--- config.mk ---
export PLATFORM = sky130hd
export DESIGN_NAME = lru_ctrl
export DESIGN_NICKNAME = d
export VERILOG_FILES = /design/src/rtl/lru_ctrl.sv
export SDC_FILE = /design/constraint.sdc
export NUM_CORES = 1
export LEC_CHECK = 0
export ABC_AREA = 1
export BUFFER_PORTS_ARGS = -buffer_cell sky130_fd_sc_hd__clkbuf_2
export CAP_MARGIN = 20
export CORE_AREA = 5 5 42 44
export DETAILED_ROUTE_END_ITERATION = 8
export DIE_AREA = 0 0 47 49
export PLACE_DENSITY = 0.81
export SLEW_MARGIN = 20
export SYNTH_ARGS = -nofsm -noshare
export SYNTH_HDL_FRONTEND = slang
export SYNTH_SLANG_ARGS = --single-unit
export TNS_END_PERCENT = 30
--- constraint.sdc ---
create_clock -name clk -period 1.9 [get_ports clk]
set_input_delay 0.19 -clock clk [delete_from_list [all_inputs] [get_ports clk]]
set_output_delay 0.19 -clock clk [all_outputs]
set_load 0.05 [all_outputs]
--- src/rtl/lru_ctrl.sv ---
// lru_ctrl: tree-PLRU read-modify-write controller for a 4-way cache, 2-stage pipeline.
// Optional hit/miss counters are enabled with `define LRU_CTRL_STATS_EN.
module lru_ctrl #(
  parameter int S_INDEX = 4
`ifdef LRU_CTRL_STATS_EN
  , parameter int STAT_W = 32
`endif
) (
  input  logic               clk,
  input  logic               rst,
  input  logic               req_valid,
  output logic               req_ready,
  input  logic [S_INDEX-1:0] req_set,
  input  logic               req_hit,
  input  logic [1:0]         req_way,
  output logic               resp_valid,
  input  logic               resp_ready,
  output logic [1:0]         resp_way,
  output logic [1:0]         resp_victim,
  output logic               lru_csb0,
  output logic               lru_web0,
  output logic [S_INDEX-1:0] lru_addr0,
  input  logic [2:0]         lru_dout0,
  output logic               lru_csb1,
  output logic               lru_web1,
  output logic [S_INDEX-1:0] lru_addr1,
  output logic [2:0]         lru_din1
`ifdef LRU_CTRL_STATS_EN
  , output logic [STAT_W-1:0] hit_cnt,
  output logic [STAT_W-1:0]  miss_cnt
`endif
);
  logic               r_s2_valid;
  logic               r_s2_hit;
  logic [1:0]         r_s2_way;
  logic [S_INDEX-1:0] r_s2_set;
  logic               w_fire;
  logic               w_acc;
  logic [1:0]         w_victim;
  logic [1:0]         w_way;
  logic [2:0]         w_new;
  assign w_fire      = r_s2_valid && resp_ready;
  assign req_ready   = !r_s2_valid || resp_ready;
  assign w_acc       = req_valid && req_ready;
  assign w_victim    = lru_dout0[0] ? {1'b1, lru_dout0[2]} : {1'b0, lru_dout0[1]};
  assign w_way       = r_s2_hit ? r_s2_way : w_victim;
  assign w_new       = w_way[1] ? {~w_way[0], lru_dout0[1], 1'b0} : {lru_dout0[2], ~w_way[0], 1'b1};
  assign resp_valid  = r_s2_valid;
  assign resp_victim = r_s2_valid ? w_victim : 2'd0;
  assign resp_way    = r_s2_valid ? w_way : 2'd0;
  assign lru_web0    = 1'b1;
  assign lru_csb0    = rst || !w_acc;
  assign lru_addr0   = (w_acc && !rst) ? req_set : '0;
  assign lru_csb1    = rst || !w_fire;
  assign lru_web1    = rst || !w_fire;
  assign lru_addr1   = (w_fire && !rst) ? r_s2_set : '0;
  assign lru_din1    = (w_fire && !rst) ? w_new : 3'd0;
  // Stage-2 request registers: load on accept, drain on fire, hold on stall
  always_ff @(posedge clk) begin
    if (rst) begin
      r_s2_valid <= 1'b0;
      r_s2_hit   <= 1'b0;
      r_s2_way   <= 2'd0;
      r_s2_set   <= '0;
    end else if (w_acc) begin
      r_s2_valid <= 1'b1;
      r_s2_hit   <= req_hit;
      r_s2_way   <= req_way;
      r_s2_set   <= req_set;
    end else if (w_fire) begin
      r_s2_valid <= 1'b0;
    end
  end
`ifdef LRU_CTRL_STATS_EN
  logic [STAT_W-1:0] r_hit_cnt;
  logic [STAT_W-1:0] r_miss_cnt;
  assign hit_cnt  = r_hit_cnt;
  assign miss_cnt = r_miss_cnt;
  // Saturating hit/miss counters, bumped once per fired response
  always_ff @(posedge clk) begin
    if (rst) begin
      r_hit_cnt  <= '0;
      r_miss_cnt <= '0;
    end else if (w_fire) begin
      if (r_s2_hit && r_hit_cnt != '1) r_hit_cnt <= r_hit_cnt + 1'b1;
      if (!r_s2_hit && r_miss_cnt != '1) r_miss_cnt <= r_miss_cnt + 1'b1;
    end
  end
`endif
endmodule
Yosys cells after proc, flatten, opt, wreduce, memory -nomap -nowiden
Cells that the tools add are included.
- bits of input ports: 14
- output and inout port bits: 21
- register bits: 8
- logic and storage cells: 27
- reductions and logical operators: 12
- bitwise operators: 1
- mux-type cells: 10
- operator list (cell ; count):
    $mux W2 ; 4
    $mux W4 ; 2
    $mux W3 ; 2
    $logic_and A1 B1 Y1 ; 4
    $logic_not A1 Y1 ; 4
    $logic_or A1 B1 Y1 ; 3
    $mux W1 ; 2
    $reduce_bool A2 Y1 ; 1
    $not A1 Y1 ; 1

Longest topological paths before layout
Gate-level depths: netlist of run 1.
- depth after elaboration: 5
- mapped depth: 6
- gate-level depth less buffers: 6

Least setup slack after synthesis of run 1
No wires, ideal clock.
- path kind: reg2out
- start: register r_s2_valid (netlist: resp_valid)
- end: output port lru_din1[2]
- setup slack: -0.176 ns
- required time: 1.710 ns
- arrival: 1.886 ns
- path buffers: 0
- stages on the path, launching flop included: 5
- cells stage by stage: dfxtp_1 > nand3_4 > nor2_4 > nand2_1 > nand2_1
- word-level cells in the longest chain between the ends: 3
- ends and longest elaborated chain (what ; RTL line ; source):
    start: declaration ; 33 ; logic r_s2_valid;
    start signal: assignment ; 61 ; r_s2_valid <= 1'b0;
    start signal: assignment ; 66 ; r_s2_valid <= 1'b1;
    start signal: assignment ; 71 ; r_s2_valid <= 1'b0;
    $logic_and A1 B1 Y1 ; 42 ; assign w_fire = r_s2_valid && resp_ready;
    $logic_and A1 B1 Y1 ; 57 ; assign lru_din1 = (w_fire && !rst) ? w_new : 3'd0;
    $mux W3 ; 57 ;
    end: declaration ; 27 ; output logic [2:0] lru_din1
Every way passes these cells.

Worst setup path in the final report of run 1
- start: register r_s2_hit
- end: output port lru_din1[1]
- word-level cells in the longest chain between the ends: 4
- ends and longest elaborated chain (what ; RTL line ; source):
    start: declaration ; 34 ; logic r_s2_hit;
    start signal: assignment ; 67 ; r_s2_hit <= req_hit;
    $mux W2 * ; 46 ; assign w_way = r_s2_hit ? r_s2_way : w_victim;
    $not A1 Y1 ; 47 ; assign w_new = w_way[1] ? {~w_way[0], lru_dout0[1], 1'b0} : {lru_dout0[2], ~w_way[0], 1'b1};
    $mux W3 * ; 47 ;
    $mux W3 * ; 57 ;
Every way passes the cells marked *; elsewhere a longest branch is shown, timed or not.

==> summary.md, run 1 <==
| Metric | Value |
|---|---|
| CP Max Fanout | `4` |
| Final Max Tran Viols | `0` |
| Ant. Diodes | `0` |
| Final Hold Fails | `0` |
| Cell family with most CP delay | `simple AND/OR/NAND/NOR gates` |
| Placed insts | `129` |
| Fillers | `150` |
| Final Non-Filler Cells | `132` |
| Share of layout cells above drive strength 1 | `0.3793` |
| Total Routed Length | `1.189 mm` |
| # DRC | `0` |
| Cells after Synth | `82` |
| CTS resizes | `0` |
| Number of vias per cell | `4.288` |
| Fin crit period | `1634 ps` |
| Post-synthesis register bit count | `8` |
| IO buf count | `33` |
| Setup TNS after final layout | `0 ps` |
| Critical path endpoint category | `primary output` |
| Clk sinks | `8` |
| GR Util All Layers | `0.1088` |
| Initial antenna violation count | `0` |
| Post-synthesis sequential area ratio | `0.3160` |
| WP data arrival | `1440 ps` |
| Post-CTS Hold Fix Bufs | `0` |
| GPL Wtd Cong | `0.7014` |
| Pwr dens | `677.9 nW/um^2` |
| Row count | `14` |
| CTS Buf Count | `3` |
| Syn avg cell area | `6.180 um^2` |
| Worst Setup Path Type | `flop to primary output` |
| Final #Nets | `132` |
| Finished Core Util | `0.5000` |
| Distinct cells, synth | `15` |
| CP bufs+invs | `2` |
| Power, Total | `0.4750 mW` |
| Initial DRC count | `7` |
| Peak VDD IR | `0.3561 mV` |
| DP Wirelength | `999.5 um` |
| Final setup fails | `0` |
| TritonRoute pass-1 iters | `3` |
| Per-cell routed wire length | `9.008 um` |
| Outcome | `completed` |
| Worst Skew | `6.808 ps` |
| Vias in the first global route | `479` |
| Clock transition at path regs | `60 ps` |
| Startpoint types | `flop` |
| Syn-to-layout area delta | `38.27%` |
| Root Buffer | `clkbuf_4` |
| Max clock buf depth | `2` |
| Tightest Hold Check Type | `primary input to flop` |
| Static leakage | `0.4344 nW` |
| Worst-path cell chain | `inv_1 > or2_2 > nand2_1 > nand2_1 > nand2_1 > clkbuf_2` |
| RSZ-0062 raised after global routing | `false` |
| Final period utilization | `0.8599` |
| Die Y | `49 um` |
| Die area | `2303 um^2` |
| H-tree depth reported by CTS | `1` |
| Worst path max stage delay | `350 ps` |
| Syn Nets | `96` |
| Fmax | `612.1 MHz` |
| Total gr overflow | `0` |
| ANT nets after route | `0` |
| Die X | `47 um` |
| Core area | `1401 um^2` |
| Required time worst endpoint | `1710 ps` |
| PnR worst setup slack | `266.2 ps` |
| CP most frequent cell | `nand2_1` |
| Mapped Area | `506.7 um^2` |
| Post-Place Setup Slack | `524.3 ps` |
| Post-CTS setup buffer count | `0` |
| Yosys Warn Count | `0` |
| Max cap viols | `0` |
| Largest net degree at the start of global routing | `11` |
| Worst skew pair latency | `260 ps` |
| CP max stage cell | `dfxtp_1` |
| Number of placed I/O pins | `35` |
| Starting density of the core | `0.3616` |
| First-pass GRT wire length | `1.904 mm` |
| Vias post-DR | `566` |
| CTS tree | `yes` |
[logic make-up after synthesis]
| group | count (synthesis) | synth area share |
|---|---|---|
| AOI/OAI and AO/OA | 5 | 0.06420 |
| buffers and inverters | 15 | 0.1259 |
| DFF | 8 | 0.3160 |
| other | 1 | 0.007400 |
| and+or+nand+nor | 53 | 0.4864 |
[layout make-up]
| type | instances | area [um^2] | area share |
|---|---|---|---|
| clock buffers | 3 | 22.52 | 0.03214 |
| inverters | 13 | 48.80 | 0.06964 |
| multi-input cells | 59 | 282.8 | 0.4036 |
| flip-flops and latches | 8 | 161.4 | 0.2304 |
| well taps | 16 | 20.02 | 0.02857 |
| repair buffers | 33 | 165.2 | 0.2357 |
[cells in the mapped netlist]
cell type  count  area, um^2
buf_4          2       15.01
nor2_4         2       22.52
nor2_1        13       48.80
o21bai_1       3       22.52
inv_1         12       45.04
nand3_1        5       25.02
nand2_1       29       108.9
dfxtp_1        8       160.2
a21oi_1        2       10.01
inv_2          1       3.750
or2_2          1       6.260
conb_1         1       3.750
nand2_4        1       11.26
nand2_2        1       6.260
nand3_4        1       17.52
[worst register-to-register path, delay by kind of cell, from the launching register on]
| family | cells | cell delay (ps) |
|---|---|---|
| DFF | 1 | 390 |
| buffers and inverters | 1 | 80 |
| and+or+nand+nor | 4 | 390 |
[final timing paths]
path / start / endpoint / slack [ps] / cells after the start
setup reg to reg: resp_valid$_SDFFE_PP0P_ / r_s2_way[0]$_SDFFE_PP0P_ / 930 / 5
hold / removal: req_set[3] / r_s2_set[3]$_SDFFE_PP0P_ / 140 / 3
hold reg to reg: r_s2_set[1]$_SDFFE_PP0P_ / r_s2_set[1]$_SDFFE_PP0P_ / 470 / 2
setup / recovery: r_s2_hit$_SDFFE_PP0P_ / lru_din1[1] / 270 / 6
[routing by layer]
metal	global-route usage	up-vias	part of all wire
met1	0.1596	227	0.46
met4	0.05530	0	0.024
met3	0.02214	3	0.10
met5	0	-	0
li1	-	309	-
met2	0.1448	27	0.41
[per-stage QoR]
stage                     cell area [um^2]  hold WS [ps]
after CTS                            700.7         136.8
final                                700.7         135.7
after global routing                 700.7         148.2
after global placement               678.2         396.3
after floorplan                      508.0         251.7
after detailed placement             678.2         407.3
[flip-flops by register name, summed over array words and instances (netlist names)]
register / cells
resp_valid: 1
r_s2_hit: 1
r_s2_way: 2
r_s2_set: 4
[power breakdown]
group / internal [mW] / switching [mW]
Combinational: 0.0400 / 0.111
Clock: 0.0726 / 0.0618
Sequential: 0.180 / 0.00890
Total: 0.293 / 0.182
[cells in the final DEF, fill, tap and decap left out]
master and n:
a21oi_1 2, clkbuf_2 33, nand2_2 1, nand3_1 5
nor2_4 2, nand2_4 1, nand3_4 1, dfxtp_2 1
o21bai_1 3, inv_2 1, dfxtp_1 7, conb_1 1
nor2_1 13, clkbuf_4 3, or2_2 1, nand2_1 29
inv_1 12
(Power assumes the default switching activity.)
==> run 2: changes to the inputs <==
--- a/config.mk
+++ b/config.mk
@@ -11,9 +11,9 @@
 export CORE_AREA = 5 5 42 44
 export DETAILED_ROUTE_END_ITERATION = 8
 export DIE_AREA = 0 0 47 49
-export PLACE_DENSITY = 0.81
+export PLACE_DENSITY_LB_ADDON = 0.3
 export SLEW_MARGIN = 20
 export SYNTH_ARGS = -nofsm -noshare
 export SYNTH_HDL_FRONTEND = slang
 export SYNTH_SLANG_ARGS = --single-unit
-export TNS_END_PERCENT = 30
+export TNS_END_PERCENT = 20
==> constraint.sdc (replaced) <==
create_clock -name clk -period 1.9 [get_ports clk]
set_input_delay 0.19 -clock clk [delete_from_list [all_inputs] [get_ports clk]]
set_output_delay 0.19 -clock clk [all_outputs]
set_load 0.1 [all_outputs]
==> run 2 against run 1 <==
  * Design area grew 11%
  * Count of clock-buffer cells in the layout increased by 1
  * Worst setup slack got worse by 120 ps
  * Critical endpoint is now lru_addr0[0]
  * Via count is 6.7% higher
  * Register-to-register slack gained 20 ps
==> summary.md, run 2 (same netlist as run 1, synthesis figures left out) <==
| Metric | Value |
|---|---|
| Outcome | `completed` |
| Fmax | `570.4 MHz (-6.8%)` |
| Initial antenna violation count | `0 (unchanged)` |
| Ant. Diodes | `0 (unchanged)` |
| Static leakage | `0.4489 nW (+3.3%)` |
| Worst path max stage delay | `440 ps (+90 ps)` |
| IO buf count | `33 (unchanged)` |
| Final Max Tran Viols | `0 (unchanged)` |
| First-pass GRT wire length | `1.932 mm (+1.5%)` |
| Die X | `47 um (unchanged)` |
| Largest net degree at the start of global routing | `11 (unchanged)` |
| Final period utilization | `0.9227 (+0.06280)` |
| Number of vias per cell | `4.541 (+5.9%)` |
| Worst-margin pin slew | `545.7 ps` |
| # DRC | `0 (unchanged)` |
| Top flop regs | `r_s2_set x4, r_s2_way x2` |
| Tightest Hold Check Type | `primary input to flop` |
| Max reg flops | `4 (unchanged)` |
| H-tree depth reported by CTS | `1 (unchanged)` |
| Die Y | `49 um (unchanged)` |
| Row count | `14 (unchanged)` |
| Initial DRC count | `5 (-2)` |
| Clock transition at path regs | `60 ps (about the same)` |
| RSZ-0062 raised after global routing | `false` |
| Number of placed I/O pins | `35 (unchanged)` |
| Worst Skew | `11.69 ps (+4.879 ps)` |
| WP data arrival | `1560 ps (+120 ps)` |
| Startpoint types | `flop` |
| Finished Core Util | `0.5554 (+0.05536)` |
| Hold Path Cell Cnt | `3 (unchanged)` |
| Starting density of the core | `0.3616 (unchanged)` |
| CTS tree | `yes` |
| Max clock buf depth | `2 (unchanged)` |
| DP Wirelength | `1.070 mm (+7.0%)` |
| Vias post-DR | `604 (+6.7%)` |
| ANT nets after route | `0 (unchanged)` |
| Cell depth of the worst setup path | `6 (unchanged)` |
| Fin crit period | `1753 ps (+119.3 ps)` |
| Final Hold Fails | `0 (unchanged)` |
| Clk sinks | `8 (unchanged)` |
| Most common cell after layout, fill and taps aside | `clkbuf_2` |
| Power, Total | `0.5606 mW (+18%)` |
| Final setup fails | `0 (unchanged)` |
| Critical path endpoint category | `primary output` |
| GPL Wtd Cong | `0.7746 (+10%)` |
| Peak VDD IR | `0.3997 mV (+12%)` |
| CP bufs+invs | `2 (unchanged)` |
| Slew HR | `0.6377` |
| Share of layout cells above drive strength 1 | `0.4188 (+0.03949)` |
| Most flop-heavy register | `r_s2_set` |
| TritonRoute pass-1 iters | `4 (+1)` |
| Pwr dens | `720.3 nW/um^2 (+6.3%)` |
| Vias in the first global route | `520 (+8.6%)` |
| Core area | `1401 um^2 (unchanged)` |
| Total gr overflow | `0 (unchanged)` |
| Root Buffer | `clkbuf_4` |
| Cell family with most CP delay | `buffers and inverters` |
| Required time worst endpoint | `1710 ps (about the same)` |
| CP max stage cell | `clkbuf_2` |
| Worst skew pair latency | `260 ps (about the same)` |
| Syn-to-layout area delta | `53.58%` |
| Post-CTS Hold Fix Bufs | `0 (unchanged)` |
| Per-cell routed wire length | `9.571 um (+6.3%)` |
| Worst-path cell chain | `nand2_2 > nand2_4 > nor2_4 > nand2_1 > inv_1 > clkbuf_2` |
| Post-CTS setup buffer count | `0 (unchanged)` |
| Die area | `2303 um^2 (unchanged)` |
| Worst-case reg-to-reg path depth | `5 (unchanged)` |
| Max cap viols | `0 (unchanged)` |
| Commonest cells after routing, fill and taps aside | `clkbuf_2, nand2_1, nor2_1` |
| CP Max Fanout | `10 (+6)` |
| CTS resizes | `0 (unchanged)` |
| CTS Buf Count | `3 (unchanged)` |
| Worst Setup Path Type | `flop to primary output` |
| GR Util All Layers | `0.1150 (+0.006194)` |
| Fillers | `145 (-3.3%)` |
| Final #Nets | `132 (unchanged)` |
| Total Routed Length | `1.273 mm (+7.1%)` |
[run 2: changes by cell type in the layout (fill, tap and decap cells not counted)]
cell	delta
dfxtp_4	+1
clkbuf_1	+1
a21oi_1	-1
nand2_1	-4
buf_12	+2
dfxtp_2	-1
nand2_8	+2
clkbuf_2	-2
a21oi_2	+1
nand2_2	+2
[run 2: layout make-up]
type,count,area (um^2),share of cell area
flip-flops and latches,8,163.9,0.2106
inverters,13,48.80,0.06270
well taps,16,20.02,0.02572
multi-input cells,59,324.1,0.4164
clock buffers,4,26.28,0.03376
repair buffers,33,195.2,0.2508
[run 2: worst reg2reg max path: stages, from the launching register on]
cell	delay [ps]
dfxtp_4	390
nand2_2	90
nand2_4	130
inv_1	80
nor2_1	90
nor2_1	60
[run 2: path summary, 6_finish.rpt]
check | from | endpoint | slack (ps)
worst min-delay path | req_set[1] | r_s2_set[1]$_SDFFE_PP0P_ | 130
worst max-delay path | resp_valid$_SDFFE_PP0P_ | lru_addr0[0] | 150
worst max register to register | resp_valid$_SDFFE_PP0P_ | r_s2_hit$_SDFFE_PP0P_ | 950
worst min register to register | r_s2_way[0]$_SDFFE_PP0P_ | r_s2_way[0]$_SDFFE_PP0P_ | 470
[run 2: stage by stage]
step	hold slack, ps	cell area, um^2	worst slack, ps	instances	TNS [ps]
after floorplan	249.4	551.8	-295.7	82	-3081
after global placement	400.3	752.0	448.5	129	0
after detailed placement	406.8	752.0	419.9	129	0
after CTS	132.0	778.2	136.4	133	0
after global routing	115.9	778.2	33.57	133	0
final	132.3	778.2	146.9	133	0
[run 2: per-layer routing]
layer	routed length (um)	part of all wire	vias up	track usage
met4	34	0.027	0	0.08295
met1	500	0.39	259	0.1060
li1	-	-	314	-
met3	125	0.098	5	0.02214
met5	0	0	-	0
met2	612	0.48	26	0.2059
[run 2: where the power goes]
group	internal (mW)	total, mW	leakage (nW)	switching [mW]
sequential	0.180	0.189	0.0668	0.00904
combinational	0.0457	0.226	0.367	0.180
clock	0.0808	0.146	0.0150	0.0655
total	0.306	0.561	0.449	0.254
==> run 3: changes to the inputs <==
--- a/config.mk
+++ b/config.mk
@@ -8,9 +8,9 @@
 export ABC_AREA = 1
 export BUFFER_PORTS_ARGS = -buffer_cell sky130_fd_sc_hd__clkbuf_2
 export CAP_MARGIN = 20
-export CORE_AREA = 5 5 42 44
+export CORE_MARGIN = 5
+export CORE_UTILIZATION = 39
 export DETAILED_ROUTE_END_ITERATION = 8
-export DIE_AREA = 0 0 47 49
 export PLACE_DENSITY_LB_ADDON = 0.3
 export SLEW_MARGIN = 20
 export SYNTH_ARGS = -nofsm -noshare
==> constraint.sdc (replaced) <==
create_clock -name clk -period 1.86 [get_ports clk]
set_input_delay 0.186 -clock clk [delete_from_list [all_inputs] [get_ports clk]]
set_output_delay 0.186 -clock clk [all_outputs]
set_load 0.1 [all_outputs]
==> run 3 against run 2 <==
  * Design area is 1.1% higher
  * Critical path depth is the same
  * Clock skew shrank 2.4 ps
  * Hold slack got worse by 1.1 ps
  * Die area down 7.9%
  * Wire length is 4.0% higher
  * Highest routed layer unchanged
==> summary.md, run 3 (same netlist as run 1, synthesis figures left out) <==
| Metric | Value |
|---|---|
| Per-cell routed wire length | `10.03 um (+4.8%)` |
| Ant. Diodes | `0 (unchanged)` |
| Vias in the first global route | `561 (+7.9%)` |
| Placed insts | `128 (-0.78%)` |
| Area post-placement | `760.7 um^2 (+1.2%)` |
| Final Max Tran Viols | `0 (unchanged)` |
| Number of vias per cell | `4.598 (+1.3%)` |
| GPL Wtd Cong | `0.7987 (+3.1%)` |
| Largest net degree at the start of global routing | `11 (unchanged)` |
| Slew HR | `0.6373 (about the same)` |
| Total gr overflow | `0 (unchanged)` |
| Tightest Hold Check Type | `primary input to flop` |
| Final #Nets | `132 (unchanged)` |
| RSZ-0062 raised after global routing | `false` |
| Required time worst endpoint | `1670 ps (-40 ps)` |
| Worst Setup Path Type | `flop to primary output` |
| Share of layout cells above drive strength 1 | `0.4188 (unchanged)` |
| Row count | `13 (-1)` |
| Max cap viols | `0 (unchanged)` |
| Number of placed I/O pins | `35 (unchanged)` |
| CTS tree | `yes` |
| CTS Buf Count | `3 (unchanged)` |
| Post-CTS setup buffer count | `0 (unchanged)` |
| Fin crit period | `1685 ps` |
| Max clock buf depth | `2 (unchanged)` |
| Final Non-Filler Cells | `132 (-0.75%)` |
| Starting density of the core | `0.3994 (+0.03780)` |
| Die Y | `46.05 um (-6.0%)` |
| Clock network fraction of design power | `0.256 (-0.005)` |
| Worst Skew | `9.292 ps (-2.395 ps)` |
| WP data arrival | `1500 ps (-60 ps)` |
| Static leakage | `0.4520 nW (+0.69%)` |
| Peak VDD IR | `0.3913 mV (-2.1%)` |
| CP Max Fanout | `4 (-6)` |
| Critical path endpoint category | `primary output` |
| Top flop regs | `r_s2_set x4, r_s2_way x2` |
| Fin area | `787.0 um^2 (+1.1%)` |
| Max reg flops | `4 (unchanged)` |
| GR Util All Layers | `0.1360 (+0.02109)` |
| Vias post-DR | `607 (+0.50%)` |
| Switching power | `0.2581 mW (+1.5%)` |
| # DRC | `0 (unchanged)` |
| Worst-margin pin slew | `546.3 ps (+0.5812 ps)` |
| Die X | `46.05 um (-2.0%)` |
| Pwr dens | `728.0 nW/um^2 (+1.1%)` |
| Int Pwr | `0.3148 mW (+2.8%)` |
| Commonest cells after routing, fill and taps aside | `clkbuf_2, nand2_1, nor2_1` |
| DP Wirelength | `1.133 mm (+5.9%)` |
| Worst skew pair latency | `260 ps (about the same)` |
| Initial DRC count | `5 (unchanged)` |
| Setup TNS after final layout | `0 ps (unchanged)` |
| TritonRoute pass-1 iters | `4 (unchanged)` |
| IO buf count | `33 (unchanged)` |
| First-pass GRT wire length | `2.104 mm (+8.9%)` |
| Most flop-heavy register | `r_s2_set` |
| Final setup fails | `0 (unchanged)` |
| H-tree depth reported by CTS | `1 (unchanged)` |
| Post-CTS Hold Fix Bufs | `0 (unchanged)` |
| Total Routed Length | `1.324 mm (+4.0%)` |
| Root Buffer | `clkbuf_4` |
| Syn-to-layout area delta | `55.31%` |
| Final Hold Fails | `0 (unchanged)` |
| Reg power frac | `0.336 (about the same)` |
| Clk sinks | `8 (unchanged)` |
| CTS resizes | `0 (unchanged)` |
| Clock transition at path regs | `60 ps (about the same)` |
| ANT nets after route | `0 (unchanged)` |
| Fmax | `593.4 MHz` |
| Final period utilization | `0.9061` |
| Core area | `1269 um^2 (-9.5%)` |
| Outcome | `completed` |
| Startpoint types | `flop` |
| Comb pwr share | `0.408 (+0.005)` |
| Initial antenna violation count | `0 (unchanged)` |
| Sw frac | `0.4505 (-0.003318)` |
| Die area | `2120 um^2 (-7.9%)` |
| Most common cell after layout, fill and taps aside | `clkbuf_2` |
[run 3: cell types whose count changed in the layout (fill, tap and decap cells not counted), sizes merged]
| cell | before | now |
|---|---|---|
| buf | 2 | 6 |
| clkbuf | 35 | 31 |
[run 3: area by class of cell]
cell class | instances | area, um^2
clock buffers | 4 | 26.28
fillers | 119 | 481.7
inverters | 13 | 48.80
multi-input cells | 59 | 324.1
flip-flops and latches | 8 | 163.9
well taps | 15 | 18.77
repair buffers | 33 | 205.2
[run 3: worst max-delay path, cell delays in order, from the launching register on]
cell and delay (ps):
dfxtp_1 360, inv_1 80, or2_2 270, nand2_1 120, nand2_1 150, nand2_8 110
buf_12 170
[run 3: per-stage QoR]
stage	utilization	total power, mW	setup slack [ps]	hold slack (ps)
2_1_floorplan	-	0.3828	-331.7	245.4
6_report	0.6203	0.5729	174.7	131.2
4_1_cts	0.6203	0.5764	168.0	133.1
5_1_grt	0.6203	0.6020	103.0	158.8
3_5_place_dp	0.5996	0.4314	439.6	400.7
3_3_place_gp	0.5996	0.4277	460.3	393.2
[run 3: final timing paths]
path | from | endpoint | slack, ps | depth (start not counted)
max | r_s2_hit$_SDFFE_PP0P_ | lru_din1[2] | 170 | 6
min | req_set[2] | r_s2_set[2]$_SDFFE_PP0P_ | 130 | 3
max reg2reg | resp_valid$_SDFFE_PP0P_ | r_s2_way[0]$_SDFFE_PP0P_ | 870 | 5
min reg2reg | r_s2_set[1]$_SDFFE_PP0P_ | r_s2_set[1]$_SDFFE_PP0P_ | 470 | 2
[run 3: power groups by stage]
stage / clock network (mW) / logic [mW] / registers, mW
after floorplan: 0 / 0.177 / 0.206
after global placement: 0 / 0.232 / 0.196
after detailed placement: 0 / 0.234 / 0.197
after CTS: 0.148 / 0.235 / 0.193
after global routing: 0.161 / 0.247 / 0.195
final: 0.147 / 0.233 / 0.193
[run 3: per-layer routing]
| layer | track usage | vias up | share of wire |
|---|---|---|---|
| met1 | 0.1538 | 258 | 0.40 |
| met3 | 0.03953 | 3 | 0.11 |
| met4 | 0.05114 | 0 | 0.0091 |
| li1 | - | 313 | - |
| met5 | 0 | - | 0 |
| met2 | 0.2363 | 33 | 0.47 |
